[config.mk]
export PLATFORM = sky130hd
export DESIGN_NAME = alu_op_issue
export DESIGN_NICKNAME = d
export VERILOG_FILES = /design/src/rtl/alu_op_issue.sv
export SDC_FILE = /design/constraint.sdc
export NUM_CORES = 1
export LEC_CHECK = 0
export BUFFER_PORTS_ARGS = -buffer_cell sky130_fd_sc_hd__clkbuf_2
export CAP_MARGIN = 20
export CORE_ASPECT_RATIO = 1.1
export CORE_MARGIN = 2
export CORE_UTILIZATION = 50
export CTS_BUF_LIST = sky130_fd_sc_hd__clkbuf_8
export DETAILED_ROUTE_END_ITERATION = 10
export HOLD_SLACK_MARGIN = 0.1
export PLACE_DENSITY = 0.75
export REMOVE_ABC_BUFFERS = 1
export SYNTH_ARGS = -nofsm -noshare
export SYNTH_HDL_FRONTEND = slang
export SYNTH_SLANG_ARGS = --single-unit
[constraint.sdc]
create_clock -name clk -period 3.2 [get_ports clk]
set_input_delay 0.48 -clock clk [delete_from_list [all_inputs] [get_ports clk]]
set_output_delay 0.48 -clock clk [all_outputs]
set_load 0.01 [all_outputs]
[src/rtl/alu_op_issue.sv]
// alu_op_issue: execute-stage issue buffer between ID/EX and the 64-bit ALU.
// Decodes {class, funct3, funct7[5]} into a 4-bit ALU code plus branch sense,
// and feeds the ALU from a registered 2-entry skid buffer (output reg + skid reg).
// Illegal encodings are delivered with out_illegal=1 and counted (saturating).
// Optional feature: define ALU_ISSUE_SLT_EN to map R-type SLT (funct3 010,
// funct7[5]=0) onto the compare code instead of treating it as illegal.
module alu_op_issue #(
    parameter int DATA_W = 64,
    parameter int CNT_W  = 8
) (
    input  logic              clk,
    input  logic              reset,
    input  logic              flush,
    input  logic              in_valid,
    output logic              in_ready,
    input  logic [1:0]        in_alu_class,
    input  logic [2:0]        in_funct3,
    input  logic              in_funct7_5,
    input  logic [DATA_W-1:0] in_a,
    input  logic [DATA_W-1:0] in_b,
    input  logic [4:0]        in_rd,
    output logic              out_valid,
    input  logic              out_ready,
    output logic [3:0]        out_aluop,
    output logic              out_zero_inv,
    output logic [DATA_W-1:0] out_a,
    output logic [DATA_W-1:0] out_b,
    output logic [4:0]        out_rd,
    output logic              out_illegal,
    output logic [CNT_W-1:0]  illegal_count
);

    localparam logic [3:0] OP_AND = 4'b0000;
    localparam logic [3:0] OP_OR  = 4'b0001;
    localparam logic [3:0] OP_ADD = 4'b0010;
    localparam logic [3:0] OP_SUB = 4'b0110;
    localparam logic [3:0] OP_CMP = 4'b1111;

    typedef struct packed {
        logic [3:0]        aluop;
        logic              inv;
        logic              illegal;
        logic [DATA_W-1:0] a;
        logic [DATA_W-1:0] b;
        logic [4:0]        rd;
    } entry_t;

    typedef enum logic [1:0] {EMPTY, ONE, FULL} state_t;

    state_t           state_q, state_d;
    entry_t           out_q, out_d, skid_q, skid_d, dec;
    logic [CNT_W-1:0] cnt_q, cnt_d;
    logic             in_ready_q;
    logic             accept, out_hs;

    // Input-side decode; illegal encodings leave aluop/inv at zero.
    always_comb begin
        dec         = '0;
        dec.a       = in_a;
        dec.b       = in_b;
        dec.rd      = in_rd;
        dec.illegal = 1'b0;
        case (in_alu_class)
            2'b00: dec.aluop = OP_ADD;
            2'b01: begin
                case (in_funct3)
                    3'b000: dec.aluop = OP_SUB;
                    3'b001: begin dec.aluop = OP_SUB; dec.inv = 1'b1; end
                    3'b100: dec.aluop = OP_CMP;
                    3'b101: begin dec.aluop = OP_CMP; dec.inv = 1'b1; end
                    default: dec.illegal = 1'b1;
                endcase
            end
            2'b10: begin
                case ({in_funct3, in_funct7_5})
                    4'b000_0: dec.aluop = OP_ADD;
                    4'b000_1: dec.aluop = OP_SUB;
                    4'b111_0: dec.aluop = OP_AND;
                    4'b110_0: dec.aluop = OP_OR;
`ifdef ALU_ISSUE_SLT_EN
                    4'b010_0: dec.aluop = OP_CMP;
`endif
                    default:  dec.illegal = 1'b1;
                endcase
            end
            default: dec.illegal = 1'b1;
        endcase
    end

    assign accept = in_valid & in_ready_q;
    assign out_hs = (state_q != EMPTY) & out_ready;

    // Next-state, entry movement and illegal-op counting.
    always_comb begin
        state_d = state_q;
        out_d   = out_q;
        skid_d  = skid_q;
        cnt_d   = cnt_q;
        case (state_q)
            EMPTY: begin
                if (accept) begin
                    out_d   = dec;
                    state_d = ONE;
                end
            end
            ONE: begin
                if (accept && out_ready) begin
                    out_d = dec;
                end else if (accept) begin
                    skid_d  = dec;
                    state_d = FULL;
                end else if (out_ready) begin
                    state_d = EMPTY;
                end
            end
            FULL: begin
                if (out_ready) begin
                    out_d   = skid_q;
                    state_d = ONE;
                end
            end
            default: state_d = EMPTY;
        endcase
        if (out_hs && out_q.illegal && (cnt_q != {CNT_W{1'b1}}))
            cnt_d = cnt_q + 1'b1;
        if (flush) begin
            state_d = EMPTY;
            out_d   = '0;
            skid_d  = '0;
            cnt_d   = cnt_q;
        end
    end

    // State, entries, counter and registered in_ready; reset beats flush.
    always_ff @(posedge clk) begin
        if (reset) begin
            state_q    <= EMPTY;
            out_q      <= '0;
            skid_q     <= '0;
            cnt_q      <= '0;
            in_ready_q <= 1'b1;
        end else begin
            state_q    <= state_d;
            out_q      <= out_d;
            skid_q     <= skid_d;
            cnt_q      <= cnt_d;
            in_ready_q <= (state_d != FULL);
        end
    end

    assign in_ready      = in_ready_q;
    assign out_valid     = (state_q != EMPTY);
    assign out_aluop     = out_q.aluop;
    assign out_zero_inv  = out_q.inv;
    assign out_illegal   = out_q.illegal;
    assign out_a         = out_q.a;
    assign out_b         = out_q.b;
    assign out_rd        = out_q.rd;
    assign illegal_count = cnt_q;

endmodule

Word level (Yosys, flattened, before mapping)
Cells that the tools add are included.
Widths: inputs -> output; s select.
{"block": "totals", "out_inout_bits": 149, "inputBits": 144, "reg_bits": 289}
{"block": "classes", "eq_ne": 15, "bitwise_logic": 4, "add_sub_neg": 1, "mux": 19, "reduce_logical": 18}
{"op": "$mux 139", "count": 3}
{"op": "$pmux 139 s3", "count": 1}
{"op": "$mux 2", "count": 6}
{"op": "$pmux 4 s3", "count": 1}
{"op": "$pmux 3 s3", "count": 1}
{"op": "$add 8x1->8 const B", "count": 1}
{"op": "$eq 4x4->1 const B", "count": 2}
{"op": "$ne 2x2->1 const B", "count": 4}
{"op": "$ne 8x8->1 const B", "count": 1}
{"op": "$pmux 4 s2", "count": 1}
{"op": "$reduce_or 2->1", "count": 4}
{"op": "$reduce_or 4->1", "count": 2}
{"op": "$eq 3x3->1 const B", "count": 2}
{"op": "$pmux 2 s3", "count": 1}
{"op": "$eq 2x1->1 const B", "count": 2}
{"op": "$eq 2x2->1 const B", "count": 2}
{"op": "$eq 4x1->1 const B", "count": 1}
{"op": "$logic_not 2->1", "count": 2}
{"op": "$logic_not 4->1", "count": 1}
{"op": "$mux 1", "count": 4}
{"op": "$reduce_and 4->1", "count": 1}
{"op": "$eq 3x1->1 const B", "count": 1}
{"op": "$logic_and 1x1->1", "count": 3}
{"op": "$logic_not 3->1", "count": 1}
{"op": "other kinds (7)", "count": 9}

Depth between registers and ports, before layout
Gate-level depths: netlist of the first run.
{"block": "logic_depth", "ltp_word": 6, "ltp_mapped": 8}

Least setup slack after synthesis of the first run
No wires, ideal clock.
{"block": "synth_timing", "path_type": "input -> register", "start": "input flush", "end": "register out_q, in the netlist out_a[14]", "arrival_time_ns": 1.546, "slack_ns": 1.565, "required_ns": 3.111, "n_path_buf": 3, "setup_ns": 0.089, "path_stages": 5, "cell_sequence": "or2_2 -> clkbuf_1 -> clkbuf_1 -> clkbuf_1 -> a311oi_2"}
{"block": "synth_via", "elab_chain_cells": 1}
{"item": "from (decl)", "line": "13", "rtl": "input logic flush,"}
{"item": "$reduce_or 2->1 (no line)"}
{"item": "to (signal assigned)", "line": "144", "rtl": "out_q <= out_d;"}
{"item": "to (decl)", "line": "51", "rtl": "entry_t out_q, out_d, skid_q, skid_d, dec;"}
No other way between the ends.
A chain may end at the register's enable or synchronous reset.

Worst setup path in the final report of the first run
{"block": "layout_timing", "start": "register state_q[1]", "end": "register skid_q[78] (netlist name)"}
{"block": "layout_via", "elab_chain_cells": 2}
{"item": "from (decl)", "line": "50", "rtl": "state_t state_q, state_d;"}
{"item": "from (signal assigned)", "line": "143", "rtl": "state_q <= state_d;"}
{"item": "$eq 2x1->1", "line": "99", "rtl": "case (state_q)"}
{"item": "$reduce_and 3->1 (no line)"}
{"item": "to (signal assigned)", "line": "145", "rtl": "skid_q <= skid_d;"}
{"item": "to (decl)", "line": "51"}
No other way between the ends.

==> impl_metrics.toml, run 1 <==
[logic_synthesis]
ys_types = 45
avgSynthCellArea_um2 = 8.33
ys_warn_count = 0
yosys.area.top_type = "dfxtp_1"
synthCells = 1452
ys_seq_elements = 289
synth.top_cell.area_share_pct = 47.8
ys_seq_area_share_pct = 47.8
synth_area_leaders = "dfxtp_1 48%, nand2_1 17%, a311oi_2 13%"
syn-cell-area_um2 = 12100

[critical_path]
path_cells = "and3b_4 > nand2_4 > buf_4 > nand2_1 > a21oi_1"
critPathArrivalTime_ns = 2.75
crit_path_start_kind = "flop"
r2r-end = "skid_q[78]"
cp_data_required_time_ns = 3.66
path_delay_family = "simple AND/OR/NAND/NOR gates"
timing_worst_setup_path_type = "flop to flop"
setup.reg_to_reg.worst_slack_ns = 0.91
cpMaxStageDelayCell = "buf_4"
critPathMaxStageDelay_ns = 0.71
rr_startpoint = "state_q[1]"
worstSetupEndpointType = "flop"
path_buf_inv = 1
cp_max_fo = 68
worst_r2r_path_depth = 5

[power_and_ir_drop]
cellPowerDensity_nw_per_um2 = 529
ir_drop_v = 0.000423
leakage_nw = 5.75

[placement]
gp_congestion = 0.797
placed_area_um2 = 13600
io_buffers = 292
dp_hpwl_mm = 18.9
placed_cells = 1943

[floorplanning]
die_w_um = 152
die_y_um = 167
start_util_pct = 51.0
ios = 293
die_area_um2 = 25400
fp-row-count = 59
core_um2 = 23700

[timing]
relSlewSlack_pct = 46.1
post-route-min-period_ns = 2.29
rsz0062_at_grt = "false"
skew_ns = 0.00886
hold_slack_ns = 0.162
drv_slew = 0
fin_crit_sh_pct = 71.5
max_freq_mhz = 437
hold_viol = 0
setup_viol = 0
tightest_slew_ns = 0.808

[finish]
nets = 1831
insertedDiodeCount = 0
drive_above_1_share_pct = 28.9
syn2layout_area_growth_pct = 20.0
utilization_pct = 61.2
fin_cells = 2018
fin_area_um2 = 14500

[drt]
vias_per_cell = 5.41
drc = 0
ant_nets = 0
wl_per_cell_um = 15.3
vias = 10900
drt_iter0_drc = 666
drt_wl_total_mm = 31.0
firstDrtPassIters = 7

[clocking]
clk_latency_ns = 0.55
htree_num_levels = 2
path_clk_slew_ns = 0.06
cts.repair.resized = 0
cts_sinks = 289
post_cts.repair.setup_buffers = 0
cts_tree = "yes"
cts-root-buf = "clkbuf_8"
cts_made_buffers = 46
hold_buffers = 0
clockBufferDepth = 3

[min_path]
holdCritStartpoint = "in_a[16]"
hold_class = "primary input to flop"
hold_end = "skid_q[85]"
hold_depth = 3

[global_routing]
grt_max_degree = 143
overflow = 0
grt_pass1_vias = 10100
groute.usage.overall_pct = 23.1
grt_first_pass_wirelength_mm = 49.7
antenna_found_initial = 1

[job]
cap_violations = 0

[outcome]
outcome = "complete, no violations"
[metal layers]
| metal | routed length, um | share of wire, % | vias to the layer above | track usage [%] |
|---|---|---|---|---|
| li1 | - | - | 5370 | - |
| met2 | 15100 | 49 | 326 | 39.3 |
| met4 | 756 | 2.4 | 2 | 8.49 |
| met5 | 13 | 0.042 | - | 0 |
| met3 | 1950 | 6.3 | 60 | 4.55 |
| met1 | 13200 | 43 | 5167 | 29.3 |
[registers in the layout, summed over array words and instances (netlist names), 2 cells and up]
register and cells:
out_b 64, out_rd 5, out_a 64, out_aluop 4, state_q 2, illegal_count 8, skid_q 139
[synth_stat cells, drive strengths merged]
cell	instances
o211a	1
o22a	1
a21o	2
nor3b	1
a211oi	1
xor2	1
or2	3
and3b	2
nand3b	1
a311oi	133
nand4	2
o31ai	1
nand3	8
nor3	2
o21ai	6
buf	54
o21bai	1
a32oi	1
nand2b	2
o2111ai	1
a22o	1
nor4b	2
xnor2	1
mux2	2
mux2i	2
o211ai	1
and3	2
nor2	143
nor2b	6
inv	3
or4	1
dfxtp	289
a21oi	143
a211o	1
ha	1
a31oi	7
or3	4
nand2	548
clkbuf	71
[cells in the final DEF (no fill, tap or decap), types with 2 or more instances in the layout]
| cell type | n |
|---|---|
| a21o_1 | 2 |
| nor3_1 | 2 |
| a311oi_1 | 25 |
| clkbuf_8 | 61 |
| a21oi_1 | 143 |
| clkbuf_2 | 292 |
| clkinv_2 | 4 |
| nor2_1 | 142 |
| inv_1 | 12 |
| dfxtp_1 | 289 |
| and3_1 | 2 |
| nand2_1 | 547 |
| buf_12 | 11 |
| or3_1 | 4 |
| buf_4 | 8 |
| mux2i_1 | 2 |
| mux2_2 | 2 |
| nor4b_1 | 2 |
| nand4_1 | 2 |
| a311oi_2 | 108 |
| nor2b_1 | 5 |
| nand3_1 | 8 |
| a31oi_1 | 7 |
| o21ai_0 | 6 |
[cell type report]
cell class | count | area [um2]
fill | 2113 | 9190
sequential | 289 | 5790
multi-input combinational | 1035 | 5670
timing repair buffer | 311 | 1740
clock buffer | 61 | 840
tap | 305 | 382
clock inverter | 14 | 83.8
inverter | 3 | 11.3
[through the flow]
step	total power [W]	setup TNS [ns]	setup slack (ns)
6_report	0.00768	0	0.912
5_1_grt	0.00798	0	0.763
4_1_cts	0.00774	0	0.937
3_5_place_dp	0.00458	0	0.825
3_3_place_gp	0.00456	0	0.908
2_1_floorplan	0.00428	-1122.24	-6.11
[where the power goes]
part           switching (W)  internal, W  total (W)  leakage (nW)
Sequential         0.0000594      0.00369    0.00375          2.35
Clock                0.00141      0.00176    0.00317         0.516
Combinational       0.000470     0.000281   0.000751          2.89
Total                0.00194      0.00574    0.00768          5.75
[how the worst max path moves through the flow]
stage,startpoint,to,cells after the start
2_1_floorplan,state_q[1],out_aluop[1],4
3_3_place_gp,out_ready,out_b[17],6
3_5_place_dp,out_ready,out_a[20],6
4_1_cts,state_q[1],skid_q[78],5
5_1_grt,state_q[1],skid_q[81],5
6_report,state_q[1],skid_q[78],5
[logic make-up after synthesis]
| group | Yosys count | synth area share (%) |
|---|---|---|
| simple gates | 727 | 23.3 |
| compound gates | 301 | 22.6 |
| flops | 289 | 47.8 |
| buf+inv | 128 | 5.64 |
| mux | 4 | 0.352 |
| xor+xnor | 2 | 0.145 |
| fa+ha+maj | 1 | 0.103 |
[tightest hold or removal path, stage by stage]
cell and delay [ns]:
clkbuf_2 0.09, nand2_1 0.05, a21oi_1 0.05
Power figures use the tool's default switching activity.
==> run 2, diff against run 1 <==
ABC_AREA = 1   (was default)
PLACE_DENSITY = 0.76   (was 0.75)
clock period = 2.2 ns   (was 3.2 ns; I/O delays follow)
==> run 2 against run 1 <==
- combinational power rose by 61%
- global-route usage rose by 1.9 points
- wire length rose by 6.1%
- critical path depth rose by 3
- core utilization rose by 5.5 points
- synthesized area fell by 1.3%
- cell area rose by 8.3%
- total power rose by 47%
- critical path type unchanged
==> impl_metrics.toml, run 2 <==
[outcome]
outcome = "complete, no violations"

[logic_synthesis]
synth.top_cell.area_share_pct = 48.4
ys.flop_type = "dfxtp_1"
ys_seq_elements = 289
async_flop_share_pct = 0
synth_top_family_by_area = "simple AND/OR/NAND/NOR gates"
synth_area_leaders = "dfxtp_1 48%, nor2_1 14%, o21ai_0 13%"
synth_fa_ha_area_share_pct = 0.105
synthCells = 1711
netlist_top_cells_count = "449 x nor2_1, 333 x nand2_1, 315 x o21ai_0"
ys_types = 26
yosys.area.top_type = "dfxtp_1"
synth.most_common_cell = "nor2_1"
muxShareOfSynthArea_pct = 0
synth_compound_area_share_pct = 17.2
avgSynthCellArea_um2 = 6.98
ys_warn_count = 0
ys_seq_area_share_pct = 48.4
synthXorXnorAreaFrac_pct = 0.220
yosys.area_share.simple_pct = 25.8
synth_edf_count = 0
syn-cell-area_um2 = 11900

[finish]
fillCellCount = 1978
final_common_cell = "nor2_1"
fin_area_um2 = 15700
drive_above_1_share_pct = 18.5
syn2layout_area_growth_pct = 31.6
top_register = "skid_q"
final_cell_mix = "449 x nor2_1, 332 x nand2_1, 315 x o21ai_0, 292 x clkbuf_2, 289 x dfxtp_1"
largest_reg_flops = 139
fin_cells = 2426
nets = 2230

[placement]
placed_cells = 2210
gp_congestion = 0.838
place_ws_ns = 0.494
placed_area_um2 = 13500
io_buffers = 292
dp_hpwl_mm = 19.3

[clocking]
cts-root-buf = "clkbuf_8"
cts_tree = "yes"
cts_made_buffers = 47
htree_num_levels = 2
post_cts.repair.setup_buffers = 0
hold_buffers = 131
cts_sinks = 289
path_clk_slew_ns = 0.06
clockBufferDepth = 3
clk_latency_ns = 0.56
cts.repair.resized = 0

[timing]
post-route-min-period_ns = 1.75
hold_viol = 0
fin_crit_sh_pct = 79.4
hold_slack_ns = 0.124
max_freq_mhz = 572
drv_slew = 0
skew_ns = 0.0241
tns_ns = 0
setup_viol = 0
tightest_slew_ns = 0.547
rsz0062_at_grt = "false"
relSlewSlack_pct = 63.6
setup_ws_ns = 0.452

[critical_path]
worstSetupEndpointType = "flop"
critPathArrivalTime_ns = 2.17
cp_data_required_time_ns = 2.62
crit_path_start_kind = "flop"
worst_r2r_path_depth = 8
cp_max_fo = 7
timing_worst_setup_path_type = "flop to flop"

[drt]
drc = 0
firstDrtPassIters = 7
ant_nets = 0
drt_iter0_drc = 573
drt_wl_total_mm = 32.9
vias = 12200
wl_per_cell_um = 13.5
vias_per_cell = 5.02

[global_routing]
grt_max_degree = 107
grt_first_pass_wirelength_mm = 52.4
met1_usage_pct = 32.7
met2_usage_pct = 41.1
overflow = 0
met3_usage_pct = 4.84
busiest_layer = "met2"
antenna_found_initial = 2
grt_pass1_vias = 10800
groute.usage.overall_pct = 25.0

[floorplanning]
die_y_um = 166
ios = 293
die_w_um = 151
die_area_um2 = 25100
core_um2 = 23500
start_util_pct = 50.7
fp-row-count = 59

[job]
cap_violations = 0

[min_path]
hold_class = "primary input to flop"
hold_depth = 3

[power_and_ir_drop]
cellPowerDensity_nw_per_um2 = 719
leakage_nw = 7.43
ir_drop_v = 0.000473
## run 2: power by group
part | switching, W | internal, W
clock | 0.00211 | 0.00253
combinational | 0.000672 | 0.000538
sequential | 0.0000847 | 0.00538
## run 2: logic make-up after synthesis
group | after synthesis
simple gates | 802
flops | 289
compound gates | 410
fa+ha+maj | 1
buf+inv | 206
xor+xnor | 3
## run 2: final timing paths
| kind | to | start | slack (ns) |
|---|---|---|---|
| worst max-delay path | illegal_count[1] | illegal_count[1] | 0.45 |
| worst min-delay path | skid_q[99] | in_a[30] | 0.12 |
| worst max register to register | illegal_count[1] | illegal_count[1] | 0.45 |
| worst min register to register | skid_q[95] | skid_q[95] | 0.44 |
## run 2: final cells by class
| cell class | count | area, um2 | area share (%) |
|---|---|---|---|
| Sequential cell | 289 | 5790 | 36.8 |
| Inverter | 88 | 338 | 2.15 |
| Timing Repair Buffer | 443 | 3090 | 19.6 |
| Antenna cell | 2 | 5.00 | 0.0318 |
| Clock inverter | 24 | 131 | 0.836 |
| Clock buffer | 59 | 812 | 5.17 |
| Tap cell | 305 | 382 | 2.43 |
| Multi-Input combinational cell | 1216 | 5180 | 33.0 |
## run 2: routing by layer
metal / part of all wire, % / vias to the layer above / wire, um
met5: 0 / - / 0
met4: 2.8 / 0 / 908
met3: 8.1 / 77 / 2650
met2: 48 / 483 / 15700
met1: 42 / 5459 / 13700
li1: - / 6171 / -
## run 2: critical path, cell delays in order, from the launching register on
cell and delay, ns:
dfxtp_1 0.42, ha_1 0.24, inv_1 0.05, nor2_1 0.16
nand2_1 0.11, nand2_1 0.21, inv_1 0.18, nor2_1 0.18
nor2_1 0.08
## run 2: stage by stage
| stage | util [%] | power, W |
|---|---|---|
| after detailed placement | 57.2 | 0.00658 |
| after global placement | 57.2 | 0.00656 |
| after CTS | 66.7 | 0.0114 |
| final | 66.8 | 0.0113 |
| after global routing | 66.8 | 0.0118 |
| after floorplan | - | 0.00612 |
==> run 3, diff against run 2 <==
PLACE_DENSITY = 0.78   (was 0.76)
clock period = 1.5 ns   (was 2.2 ns; I/O delays follow)
==> run 3 against run 2 <==
- the run now ends with setup timing left
- hold slack lost 0.0089 ns
- sequential share of layout area shrank 1.2 points
- final cell count grew 1.2%
==> impl_metrics.toml, run 3 (synthesized netlist as in run 2, its figures left out) <==
[outcome]
outcome = "finished, violations left"
violations = "setup timing"

[timing]
setup_ws_ns = -0.0862
drv_slew = 0
hold_viol = 0
post-route-min-period_ns = 1.59
fin_crit_sh_pct = 106
rsz0062_at_grt = "true"
setup_viol = 1
relSlewSlack_pct = 79.2
tightest_slew_ns = 0.308
skew_ns = 0.00920
max_freq_mhz = 630

[drt]
drc = 0
drt_wl_total_mm = 36.1
vias_per_cell = 5.15
ant_nets = 0
vias = 12700
wl_per_cell_um = 14.7
firstDrtPassIters = 6
drt_iter0_drc = 697

[placement]
gp_congestion = 0.828
place_ws_ns = -0.0131
dp_hpwl_mm = 20.0
io_buffers = 292
placed_cells = 2227
placed_area_um2 = 13700

[power_and_ir_drop]
clockPowerShare_pct = 40.1
seq_power_share_pct = 48.3
p_int_w = 0.0124
leakage_nw = 7.68
cellPowerDensity_nw_per_um2 = 1020
p_switching_w = 0.00420
swShare_pct = 25.3
power_frac_comb_pct = 11.7
ir_drop_v = 0.000738

[global_routing]
overflow = 0
antenna_found_initial = 3
grt_first_pass_wirelength_mm = 55.1
groute.usage.overall_pct = 26.2
grt_max_degree = 89
grt_pass1_vias = 11900

[clocking]
htree_num_levels = 2
cts_sinks = 289
cts-root-buf = "clkbuf_8"
clockBufferDepth = 3
cts_tree = "yes"
post_cts.repair.setup_buffers = 0
cts_made_buffers = 47
path_clk_slew_ns = 0.06
clk_latency_ns = 0.55

[floorplanning]
ios = 293
start_util_pct = 50.7
core_um2 = 23500
die_y_um = 166
fp-row-count = 59
die_area_um2 = 25100
die_w_um = 151

[critical_path]
worstSetupEndpointType = "flop"
cpMaxStageDelayCell = "dfxtp_4"
path_delay_family = "simple AND/OR/NAND/NOR gates"
worst_r2r_path_depth = 7
path_buf_inv = 2
cp_max_fo = 34
worstSetupPathDepth = 7
path_cells = "inv_2 > nand3_4 > nand2_2 > nand2_8 > clkbuf_16 > o21ai_0 > nor2_1"
cp_data_required_time_ns = 1.92
crit_path_start_kind = "flop"
timing_worst_setup_path_type = "flop to flop"
critPathArrivalTime_ns = 2.00
critPathMaxStageDelay_ns = 0.37

[finish]
fin_cells = 2456
syn2layout_area_growth_pct = 36.4
final_common_cell = "nor2_1"
nets = 2262
drive_above_1_share_pct = 19.4
top_register = "skid_q"
largest_reg_flops = 139
final_cell_mix = "445 x nor2_1, 331 x nand2_1, 306 x o21ai_0, 291 x clkbuf_2, 286 x dfxtp_1"
fin_area_um2 = 16300

[job]
cap_violations = 0

[min_path]
hold_depth = 5
hold_class = "primary input to flop"
[run 3: changes by cell type in the layout (fill, tap and decap cells not counted), moves of 4 or more]
cell / change
buf_12: +5
buf_16: +5
clkbuf_16: +5
dlygate4sd3_1: +11
nor2_1: -4
nor2_2: +4
o21ai_0: -9
o21ai_1: +9
[run 3: worst paths after layout]
check	startpoint	endpoint	slack (ns)
max	state_q[1]	out_a[25]	-0.09
min reg2reg	skid_q[91]	skid_q[91]	0.44
max reg2reg	state_q[1]	out_a[25]	-0.09
min	in_alu_class[0]	skid_q[133]	0.12
[run 3: timing repair]
action / 4_1_cts / 5_1_grt
hold endpoints to repair: 277 / 0
pin swaps: 1 / 0
hold buffers: 142 / 0
setup endpoints to repair: 28 / 154
cloned: 0 / 5
gates resized for setup: 6 / 34
[run 3: worst min-delay path: cells and delay by family]
kind                   cells  cell delay (ns)
and+or+nand+nor            1             0.10
AOI/OAI and AO/OA          2             0.15
buffers and inverters      2             0.14
[run 3: cell type report]
class	instances	area, um2
Clock inverter	22	111
Multi-Input combinational cell	1216	5220
Inverter	88	350
Fill cell	1825	7260
Timing Repair Buffer	475	3630
Antenna cell	3	7.51
Sequential cell	289	5790
Clock buffer	58	798
Tap cell	305	382
[run 3: through the flow]
step / TNS [ns] / power [W] / hold slack (ns) / util [%]
2_1_floorplan: -895.48 / 0.00897 / 0.294 / -
4_1_cts: -0.000597 / 0.0166 / 0.113 / 68.2
3_3_place_gp: 0 / 0.00965 / 0.431 / 58.2
6_report: -0.0862 / 0.0166 / 0.115 / 69.2
3_5_place_dp: -0.0153 / 0.00969 / 0.437 / 58.2
5_1_grt: -0.293 / 0.0173 / 0.156 / 69.2
[run 3: power by group through the flow]
stage          logic (W)  registers [W]  clock network [W]
2_1_floorplan   0.000740        0.00823                  0
3_3_place_gp     0.00149        0.00817                  0
3_5_place_dp     0.00152        0.00817                  0
4_1_cts          0.00183        0.00801            0.00673
5_1_grt          0.00213        0.00803            0.00716
6_report         0.00194        0.00801            0.00665
[run 3: routing by layer]
metal | GRT usage (%) | share of wire (%) | up-vias
met2 | 45.5 | 48 | 546
met3 | 5.22 | 8.2 | 119
met4 | 10.4 | 3.4 | 0
li1 | - | - | 6234
met5 | 0 | 0 | -
met1 | 31.6 | 40 | 5754
